`src/rtl/ofm_ctrl_pkg.sv`:
```
// ofm_ctrl_pkg: shared FSM encoding and OFM constants for the output-feature-map write path
package ofm_ctrl_pkg;
  typedef enum logic [1:0] {IDLE = 2'd0, RUN = 2'd1, DONE = 2'd2} state_t;
  localparam int OFM_DEPTH = 512;
  localparam int DATA_W_DEF = 32;
endpackage

```
`src/rtl/rr_arbiter.sv`:
```
// rr_arbiter: combinational round-robin pick of the first eligible requester at or after rr
module rr_arbiter #(
  parameter int NUM_REQ = 4,
  parameter int PW = (NUM_REQ > 1) ? $clog2(NUM_REQ) : 1
) (
  input  logic [NUM_REQ-1:0] elig,
  input  logic [PW-1:0]      rr,
  output logic [NUM_REQ-1:0] grant,
  output logic               valid
);
  logic [NUM_REQ-1:0] hi;
  // lowest set bit at or above rr, else wrap to lowest set bit overall
  always_comb begin
    hi = elig & ({NUM_REQ{1'b1}} << rr);
    grant = (|hi) ? (hi & (~hi + NUM_REQ'(1))) : (elig & (~elig + NUM_REQ'(1)));
    valid = |elig;
  end
endmodule

```
`src/rtl/ofm_write_arbiter.sv`:
```
// ofm_write_arbiter: round-robin sharing of the OFM write port between filter engines,
// each streaming OUT_LEN words into its own region; done marks all regions written
module ofm_write_arbiter
  import ofm_ctrl_pkg::*;
#(
  parameter int NUM_REQ = 4,
  parameter int OUT_LEN = 128,
  parameter int DATA_W = DATA_W_DEF,
  parameter int ADR_W = 32
) (
  input  logic                      clk,
  input  logic                      rst_n,
  input  logic                      start,
  input  logic [NUM_REQ-1:0]        req,
  input  logic [NUM_REQ*DATA_W-1:0] data,
  output logic [NUM_REQ-1:0]        ack,
  output logic [ADR_W-1:0]          ofm_adr,
  output logic [DATA_W-1:0]         ofm_in,
  output logic                      ofm_we,
  output logic                      busy,
  output logic                      done
);
  localparam int CW = $clog2(OUT_LEN + 1);
  localparam int PW = (NUM_REQ > 1) ? $clog2(NUM_REQ) : 1;

  if (NUM_REQ * OUT_LEN > OFM_DEPTH) begin : g_depth_check
    $error("ofm_write_arbiter: NUM_REQ*OUT_LEN exceeds OFM depth");
  end

  state_t state, state_n;
  logic [CW-1:0] cnt [NUM_REQ];
  logic [PW-1:0] rr, w;
  logic [NUM_REQ-1:0] elig, full, grant;
  logic valid, restart;
  logic [CW-1:0] w_cnt;
  logic [DATA_W-1:0] w_data;

  rr_arbiter #(.NUM_REQ(NUM_REQ), .PW(PW)) u_arb (
    .elig(elig),
    .rr(rr),
    .grant(grant),
    .valid(valid)
  );

  // a requester acked this cycle is masked so a not-yet-dropped request is not granted twice
  always_comb begin
    for (int i = 0; i < NUM_REQ; i++) begin
      full[i] = cnt[i] == CW'(OUT_LEN);
      elig[i] = (state == RUN) && req[i] && !full[i] && !ack[i];
    end
  end

  always_comb begin
    w = '0;
    w_cnt = '0;
    w_data = '0;
    for (int i = 0; i < NUM_REQ; i++)
      if (grant[i]) begin
        w = PW'(i);
        w_cnt = cnt[i];
        w_data = data[i*DATA_W +: DATA_W];
      end
  end

  assign restart = start && (state != RUN);

  always_ff @(posedge clk)
    if (!rst_n) state <= IDLE;
    else state <= state_n;

  // once every counter is full no grant can be pending, so DONE follows the last write by one cycle
  always_comb
    state_n = (state == IDLE) ? (start ? RUN : IDLE) :
              (state == RUN)  ? (&full ? DONE : RUN) :
                                (start ? RUN : DONE);

  always_comb begin
    busy = state == RUN;
    done = state == DONE;
  end

  always_ff @(posedge clk)
    if (!rst_n) begin
      ack <= '0;
      ofm_we <= 1'b0;
      ofm_adr <= '0;
      ofm_in <= '0;
      rr <= '0;
      for (int i = 0; i < NUM_REQ; i++) cnt[i] <= '0;
    end else begin
      ack <= grant;
      ofm_we <= valid;
      if (valid) begin
        rr <= (w == PW'(NUM_REQ - 1)) ? '0 : w + PW'(1);
        ofm_adr <= ADR_W'(w) * ADR_W'(OUT_LEN) + ADR_W'(w_cnt);
        ofm_in <= w_data;
      end
      for (int i = 0; i < NUM_REQ; i++) cnt[i] <= restart ? '0 : cnt[i] + CW'(grant[i]);
    end
endmodule

```
`config.mk`:
```
export PLATFORM = sky130hd
export DESIGN_NAME = ofm_write_arbiter
export DESIGN_NICKNAME = d
export VERILOG_FILES = /design/src/rtl/ofm_ctrl_pkg.sv /design/src/rtl/rr_arbiter.sv /design/src/rtl/ofm_write_arbiter.sv
export SDC_FILE = /design/constraint.sdc
export NUM_CORES = 1
export LEC_CHECK = 0
export ABC_CLOCK_PERIOD_IN_PS = 3600
export CAP_MARGIN = 5
export CELL_PAD_IN_SITES_DETAIL_PLACEMENT = 1
export CELL_PAD_IN_SITES_GLOBAL_PLACEMENT = 1
export CORE_MARGIN = 5
export CORE_UTILIZATION = 27
export CTS_CLUSTER_DIAMETER = 80
export CTS_CLUSTER_SIZE = 20
export DETAILED_ROUTE_END_ITERATION = 8
export PLACE_DENSITY = 0.81
export SYNTH_ARGS = -nofsm -noshare
export SYNTH_HDL_FRONTEND = slang
export SYNTH_HIERARCHICAL = 1
export SYNTH_SLANG_ARGS = --single-unit
```
`constraint.sdc`:
```
create_clock -name clk -period 3.6 [get_ports clk]
set_input_delay 0.72 -clock clk [delete_from_list [all_inputs] [get_ports clk]]
set_output_delay 0.72 -clock clk [all_outputs]
set_load 0.1 [all_outputs]
```
==> metrics.csv, run 1 <==
stage,metric,value,unit
worst_setup_path,worst-r2r-setup-slack,340,ps
layout,final_net_count,834,
yosys,synthSimpleGateAreaFrac,16.4,%
worst_setup_path,endpoint_kind,flip-flop,
floorplan,dieWidth,138,um
worst_setup_path,worstSetupStartpointType,primary input,
drt,dr.first_iter.drc_count,224,
clock_tree,clk_pin_slew,60,ps
clock_tree,cts.htree.levels,3,
sta,finalHoldViolations,0,
clock_tree,cts_tree,done,
sta,timing.max_slew.rel_slack,30.6,%
power_and_ir_drop,switching_power,1170,uW
layout,areaGrowthSynthToFinish,52.3,%
yosys,synth_enable_flop_cells,0,
worst_setup_path,timing.critical_path.fanout_max,32,
sta,final.hold.worst_slack,476,ps
global_routing,grt_use_total,17.3,%
clock_tree,ctsLongestPathBuffers,2,
floorplan,floorplan.io_pins,206,
power_and_ir_drop,power.static_leakage,0.00274,uW
yosys,synth_top_area_share,37.3,%
yosys,part_of_the_yosys_area_used_for_sequential_elements,37.3,%
floorplan,rows,47,
power_and_ir_drop,powerDensity,463,nW/um2
place,placement.io_buffers,183,
yosys,synth.most_common_cell,sky130_fd_sc_hd__dfxtp_1,
drt,drt_pass1_iterations,4,
power_and_ir_drop,power_frac_seq,32.3,%
yosys,avgSynthCellArea,8.62,um2
yosys,synth.area.mux_share,1.35,%
yosys,synth-seq-cells,83,
yosys,async_flop_share,0,%
global_routing,grt_remaining_overflow,0,
global_routing,number_of_antenna_violations_at_the_first_check_in_global_routing,1,
worst_setup_path,critical_path_at,3630,ps
yosys,ys_types,43,
drt,routedWlPerCell,18.7,um
drt,drc,0,
yosys,syn-cell-area,4460,um2
clock_tree,clkLatencyLatePin,340,ps
yosys,postSynth.topFlopCell,sky130_fd_sc_hd__dfxtp_1,
worst_setup_path,timing.critical_path.required,3880,ps
sta,grt_setup_unrepaired,no,
sta,count_of_final_max_slew_check_failures,0,
layout,drive_above_1_share,7.06,%
yosys,synth_compound_gate_area_share,28.6,%
place,gpl.final_weighted_congestion,0.851,
floorplan,core,16400,um2
layout,filler_cell_count,1889,
run,max-cap-violations,0,
drt,detail-route-antenna-nets,0,
global_routing,vias_in_the_first_global_route,5059,
yosys,synth_adder_area_share,2.81,%
drt,vias,4613,
sta,max_clock_freq,0.299,GHz
worst_setup_path,r2r.worst_path.cells,12,
floorplan,fp.dieArea,19200,um2
yosys,netlist.top_cell.by_area,sky130_fd_sc_hd__dfxtp_1,
yosys,synth_area_leaders,"sky130_fd_sc_hd__dfxtp_1 37%, sky130_fd_sc_hd__o211a_1 7.4%, sky130_fd_sc_hd__a21oi_1 5.6%",
clock_tree,cts_hold_buffers,0,
power_and_ir_drop,sw_frac_of_total,37.3,%
sta,finalSetupViolations,0,
worst_setup_path,timing.rr.end,ofm_adr[4],
worst_setup_path,critPathCapture,ofm_in[6],
sta,worst_clock_skew,8.84,ps
floorplan,start_util,27.2,%
worst_hold_path,hold_path_class,reg2reg,
sta,final_min_period_over_clock_period,93.0,%
run_status,outcome,finished clean,
place,dp_hpwl,13.1,mm
yosys,syn-instance-count,517,
clock_tree,cts_resized,0,
yosys,yosysWarningCount,6,
worst_setup_path,path_class,in2reg,
power_and_ir_drop,vdd.ir_drop.worst,0.256,mV
yosys,netlist_top_cells_count,"83 x sky130_fd_sc_hd__dfxtp_1, 50 x sky130_fd_sc_hd__a21oi_1, 45 x sky130_fd_sc_hd__nand2_1",
clock_tree,post_cts_repair_setup_buffers,0,
clock_tree,clock_tree.root_cell,sky130_fd_sc_hd__clkbuf_16,
global_routing,grt_pass1_wl,26.9,mm
power_and_ir_drop,power.internal,1970,uW
power_and_ir_drop,combinationalPowerShare,35.2,%
clock_tree,cts.sinks,83,
global_routing,grt_max_degree,67,
worst_setup_path,r2r-start,cnt[0][26],
power_and_ir_drop,p_clk_share,32.5,%
sta,timing.final.crit_period,3350,ps
yosys,post_synthesis_share_of_cell_area_spent_on_xor_and_xnor_gates,4.72,%
yosys,dominant_combinational_cell_family_by_area_after_synthesis,compound AO/OA/AOI/OAI gates,
power_and_ir_drop,post-layout-total-power,3140,uW
worst_setup_path,critical_path.startpoint,req[2],
drt,route.detailed.vias_per_inst,5.04,
drt,postRouteWirelength,17.1,mm
sta,max_slew.worst_pin.slew,1040,ps
clock_tree,cts-buffers-inserted,9,
floorplan,die_y_extent,138,um
[power by group through the flow]
| stage | registers [uW] | clock network [uW] | logic (uW) |
|---|---|---|---|
| after floorplan | 1430 | 0 | 370 |
| after global placement | 1030 | 0 | 1090 |
| after detailed placement | 1040 | 0 | 1110 |
| after CTS | 1020 | 1050 | 1110 |
| after global routing | 1020 | 1080 | 1160 |
| final | 1020 | 1020 | 1110 |
[through the flow]
stage          instances  TNS [ps]  util [%]  worst slack [ps]  instance area, um2
6_report             915         0      41.4               253                6790
5_1_grt              915         0      41.4              24.3                6790
4_1_cts              914         0      41.3               289                6780
3_5_place_dp         898      -442      39.3             -57.6                6450
3_3_place_gp         898         0      39.3              26.9                6450
2_1_floorplan        538         0         -              30.7                4530
[cell families (layout without fill, tap and decap cells)]
| logic type | after synthesis | after routing |
|---|---|---|
| xor+xnor | 24 | 24 |
| simple gates | 147 | 147 |
| flops | 83 | 83 |
| other cells | 1 | 23 |
| fa+ha+maj | 10 | 10 |
| buf+inv | 71 | 227 |
| mux | 6 | 6 |
| compound gates | 175 | 175 |
[flip-flops by register name, summed over array words and instances, names as in the netlist]
| register | count |
|---|---|
| ack | 4 |
| cnt | 32 |
| ofm_adr | 10 |
| ofm_in | 32 |
| ofm_we | 1 |
| rr | 2 |
| state | 2 |
[placed cells by master (no fill, tap or decap), types with 5 or more instances in the layout]
master,synthesis,layout
sky130_fd_sc_hd__a21oi_1,50,50
sky130_fd_sc_hd__a221oi_1,6,6
sky130_fd_sc_hd__a22oi_1,33,33
sky130_fd_sc_hd__and2_1,14,14
sky130_fd_sc_hd__and3_1,8,8
sky130_fd_sc_hd__buf_4,23,20
sky130_fd_sc_hd__clkbuf_16,0,9
sky130_fd_sc_hd__clkdlybuf4s50_1,0,179
sky130_fd_sc_hd__conb_1,1,22
sky130_fd_sc_hd__dfxtp_1,83,83
sky130_fd_sc_hd__ha_1,10,10
sky130_fd_sc_hd__inv_1,7,7
sky130_fd_sc_hd__mux2i_1,6,6
sky130_fd_sc_hd__nand2_1,45,44
sky130_fd_sc_hd__nand3_1,19,19
sky130_fd_sc_hd__nand3b_1,5,5
sky130_fd_sc_hd__nor2_1,30,30
sky130_fd_sc_hd__nor2b_1,8,7
sky130_fd_sc_hd__o211a_1,33,33
sky130_fd_sc_hd__o211ai_1,31,31
sky130_fd_sc_hd__o21ai_0,9,9
sky130_fd_sc_hd__xnor2_1,5,5
sky130_fd_sc_hd__xor2_1,19,19
[cell type report]
class,count,area (um2),share of cell area [%]
multi-input cells,384,2500,36.8
repair buffers,202,1990,29.3
flip-flops and latches,83,1660,24.5
well taps,220,275,4.06
clock buffers,12,256,3.78
clock inverters,4,72.6,1.07
inverters,9,33.8,0.498
diodes,1,2.50,0.0369
[worst max-delay path, stage by stage]
cell                              delay [ps]
sky130_fd_sc_hd__clkdlybuf4s50_1         460
sky130_fd_sc_hd__inv_1                    50
sky130_fd_sc_hd__a2111oi_0               480
sky130_fd_sc_hd__buf_4                   240
sky130_fd_sc_hd__nand2b_1                 90
sky130_fd_sc_hd__a21oi_1                 260
sky130_fd_sc_hd__a211oi_2                110
sky130_fd_sc_hd__buf_4                   200
sky130_fd_sc_hd__nor4b_4                 360
sky130_fd_sc_hd__buf_12                  230
sky130_fd_sc_hd__a21oi_1                  90
sky130_fd_sc_hd__o211ai_1                130
sky130_fd_sc_hd__o211a_1                 180
[worst min path at each step]
| stage | cells after the start | startpoint | to |
|---|---|---|---|
| after global routing | 1 | ofm_in[25] | ofm_in[25] |
| after global placement | 1 | ofm_in[29] | ofm_in[29] |
| after floorplan | 1 | state[0] | state[1] |
| final | 1 | ofm_in[22] | ofm_in[22] |
| after CTS | 1 | ofm_in[22] | ofm_in[22] |
| after detailed placement | 1 | ofm_in[27] | ofm_in[27] |
[metal layers]
metal	track usage (%)	vias up	share of wire, %
met4	7.49	0	3.3
met1	19.4	2235	40
met5	0	-	0
met3	5.32	39	6.2
li1	-	2189	-
met2	30.3	150	50
Power figures use the tool's default switching activity.
==> run 2, diff against run 1 <==
--- a/config.mk
+++ b/config.mk
@@ -10,11 +10,12 @@
 export CELL_PAD_IN_SITES_DETAIL_PLACEMENT = 1
 export CELL_PAD_IN_SITES_GLOBAL_PLACEMENT = 1
 export CORE_MARGIN = 5
-export CORE_UTILIZATION = 27
+export CORE_UTILIZATION = 41
 export CTS_CLUSTER_DIAMETER = 80
 export CTS_CLUSTER_SIZE = 20
 export DETAILED_ROUTE_END_ITERATION = 8
-export PLACE_DENSITY = 0.81
+export DONT_BUFFER_PORTS = 1
+export PLACE_DENSITY = 0.79
 export SYNTH_ARGS = -nofsm -noshare
 export SYNTH_HDL_FRONTEND = slang
 export SYNTH_HIERARCHICAL = 1
==> metrics.csv, run 2 (synthesis results as in run 1) <==
stage,metric,value,unit,change
worst_setup_path,r2r-start,cnt[0][17],,
worst_setup_path,max_stage_delay,490,ps,about the same
place,gpl.final_weighted_congestion,0.952,,+12%
place,dp_hpwl,10.2,mm,-22%
worst_setup_path,endpoint_kind,flip-flop,,
worst_setup_path,timing.critical_path.required,3840,ps,-40 ps
clock_tree,cts_hold_buffers,0,,unchanged
sta,max_slew.worst_pin.slew,1090,ps,+50.1 ps
sta,timing.setup.tns,0,ps,unchanged
clock_tree,post_cts_repair_setup_buffers,0,,unchanged
clock_tree,cts_tree,done,,
clock_tree,cts.htree.levels,3,,unchanged
worst_hold_path,holdPathEnd,ack[3],,
power_and_ir_drop,power_frac_seq,55.4,%,+23 points
power_and_ir_drop,post-layout-total-power,2560,uW,-19%
clock_tree,clk_pin_slew,80,ps,+20 ps
layout,final_cell_count_no_fill,649,,-29%
layout,final_net_count,650,,-22%
place,placement.io_buffers,0,,-100%
sta,count_of_final_max_slew_check_failures,0,,unchanged
worst_setup_path,worst-r2r-setup-slack,500,ps,+160 ps
sta,grt_setup_unrepaired,no,,
sta,timing.max_slew.rel_slack,27.1,%,-3.5 points
worst_hold_path,hold_path_class,in2reg,,
sta,timing.final.crit_period,3100,ps,-246 ps
power_and_ir_drop,power.internal,1500,uW,-24%
worst_setup_path,path_class,reg2reg,,
run,max-cap-violations,0,,unchanged
floorplan,start_util,41.5,%,+14 points
clock_tree,cts.sinks,83,,unchanged
layout,drive_above_1_share,8.45,%,+1.4 points
power_and_ir_drop,p_clk_share,28.1,%,-4.4 points
floorplan,floorplan.io_pins,206,,unchanged
sta,final.hold.worst_slack,507,ps,+30.5 ps
power_and_ir_drop,power.static_leakage,0.00198,uW,-28%
worst_hold_path,worstHoldStart,rst_n,,
layout,biggestRegsByFlops,"cnt x32, ofm_in x32, ofm_adr x10",,
power_and_ir_drop,vdd.ir_drop.worst,0.241,mV,-5.7%
drt,drt_pass1_iterations,5,,+1
worst_setup_path,worstSetupStartpointType,flip-flop,,
global_routing,number_of_antenna_violations_at_the_first_check_in_global_routing,0,,-1
power_and_ir_drop,combinationalPowerShare,16.5,%,-19 points
clock_tree,ctsLongestPathBuffers,2,,unchanged
clock_tree,cts-buffers-inserted,9,,unchanged
global_routing,grt_remaining_overflow,0,,unchanged
floorplan,dieWidth,114,um,-17%
floorplan,rows,38,,-19%
drt,dr.first_iter.drc_count,205,,-8.5%
global_routing,grt_use_total,20.4,%,+3.1 points
power_and_ir_drop,switching_power,1060,uW,-9.6%
layout,antennaDiodeCount,0,,-1
sta,finalHoldViolations,0,,unchanged
global_routing,grt_max_degree,68,,+1.5%
layout,layout_commonest_cell,sky130_fd_sc_hd__dfxtp_1,,
power_and_ir_drop,powerDensity,542,nW/um2,+17%
sta,final_min_period_over_clock_period,86.1,%,-6.8 points
worst_setup_path,r2r.worst_path.cells,13,,+1
global_routing,grt_pass1_wl,21.0,mm,-22%
drt,routedWlPerCell,21.1,um,+13%
sta,worst_clock_skew,10.5,ps,+1.63 ps
drt,detail-route-antenna-nets,0,,unchanged
worst_setup_path,timing.critical_path.fanout_max,6,,-81%
floorplan,fp.dieArea,13100,um2,-32%
worst_setup_path,critical_path_at,3340,ps,-290 ps
floorplan,core,10700,um2,-35%
layout,areaGrowthSynthToFinish,5.87,%,
floorplan,die_y_extent,114,um,-17%
global_routing,vias_in_the_first_global_route,3989,,-21%
drt,postRouteWirelength,13.7,mm,-20%
drt,route.detailed.vias_per_inst,5.93,,+18%
worst_setup_path,cp_cell_sequence,nor4b_1 > a2111oi_0 > buf_4 > nand2b_1 > a21oi_1 > a211oi_2 > nor2b_1 > a221oi_1 > a21oi_1 > ha_1 > ha_1 > mux2i_1 > nor2b_1,,
drt,drc,0,,unchanged
clock_tree,clkLatencyLatePin,350,ps,about the same
worst_setup_path,timing.rr.end,ofm_adr[8],,
drt,vias,3851,,-17%
clock_tree,cts_resized,0,,unchanged
layout,mostFrequentLayoutCells,"83 x sky130_fd_sc_hd__dfxtp_1, 50 x sky130_fd_sc_hd__a21oi_1, 44 x sky130_fd_sc_hd__nand2_1",,
worst_setup_path,worst_path_max_delay_cell,sky130_fd_sc_hd__a211oi_2,,
sta,max_clock_freq,0.322,GHz,+7.9%
clock_tree,clock_tree.root_cell,sky130_fd_sc_hd__clkbuf_8,,
place,dp_cells,634,,-29%
worst_hold_path,hold_depth,1,,unchanged
run_status,outcome,finished clean,,
sta,finalSetupViolations,0,,unchanged
power_and_ir_drop,sw_frac_of_total,41.4,%,+4.1 points
[run 2: changes by cell type in the layout (fill, tap and decap cells not counted), moves of 2 or more]
cell                              before  now
sky130_fd_sc_hd__clkbuf_8              2   13
sky130_fd_sc_hd__buf_12                2    0
sky130_fd_sc_hd__clkdlybuf4s50_1     179    0
sky130_fd_sc_hd__clkbuf_16             9    0
sky130_fd_sc_hd__buf_4                20   18
[run 2: worst max-delay path by stage]
stage                     slack, ps       start         end  cells past startpoint
after global routing            220  cnt[0][21]  ofm_in[27]                     11
after detailed placement        460      req[2]  ofm_adr[8]                     12
after floorplan                  30      ack[0]  ofm_adr[8]                     12
after CTS                       490   cnt[0][6]  ofm_adr[8]                     13
after global placement          530      req[3]  ofm_adr[8]                     13
final                           500  cnt[0][17]  ofm_adr[8]                     13
[run 2: power groups by stage]
stage / clock network, uW / logic, uW / registers [uW]
after detailed placement: 0 / 423 / 1440
after global routing: 783 / 462 / 1420
after global placement: 0 / 405 / 1440
final: 719 / 423 / 1420
after floorplan: 0 / 370 / 1430
after CTS: 742 / 425 / 1420
[run 2: metrics by stage]
| stage | setup WS (ps) | utilization (%) | area [um2] |
|---|---|---|---|
| 2_1_floorplan | 30.7 | - | 4530 |
| 3_3_place_gp | 533 | 41.9 | 4500 |
| 3_5_place_dp | 464 | 41.9 | 4500 |
| 4_1_cts | 495 | 43.9 | 4720 |
| 5_1_grt | 220 | 43.9 | 4720 |
| 6_report | 499 | 43.9 | 4720 |
[run 2: cell type report]
class / count / area (um2)
clock inverter: 1 / 30.0
multi-input combinational: 384 / 2500
timing repair buffer: 18 / 135
inverter: 9 / 33.8
clock buffer: 14 / 183
sequential: 83 / 1660
tap: 140 / 175
fill: 1301 / 6030
[run 2: critical path: cells and delay by family (launching register included)]
| family | cells | cell delay (ps) |
|---|---|---|
| DFF | 1 | 370 |
| muxes | 1 | 130 |
| adders and majority gates | 2 | 470 |
| AOI/OAI and AO/OA | 5 | 1130 |
| and+or+nand+nor | 4 | 700 |
| buffers and inverters | 1 | 200 |
[run 2: per-layer routing]
metal  up-vias  global-route usage (%)  wire [um]
li1       1818                       -          -
met1      1863                    24.7       5710
met3        22                    6.08       1030
met2       148                    34.0       6670
met4         0                    8.00        312
met5         -                       0          0
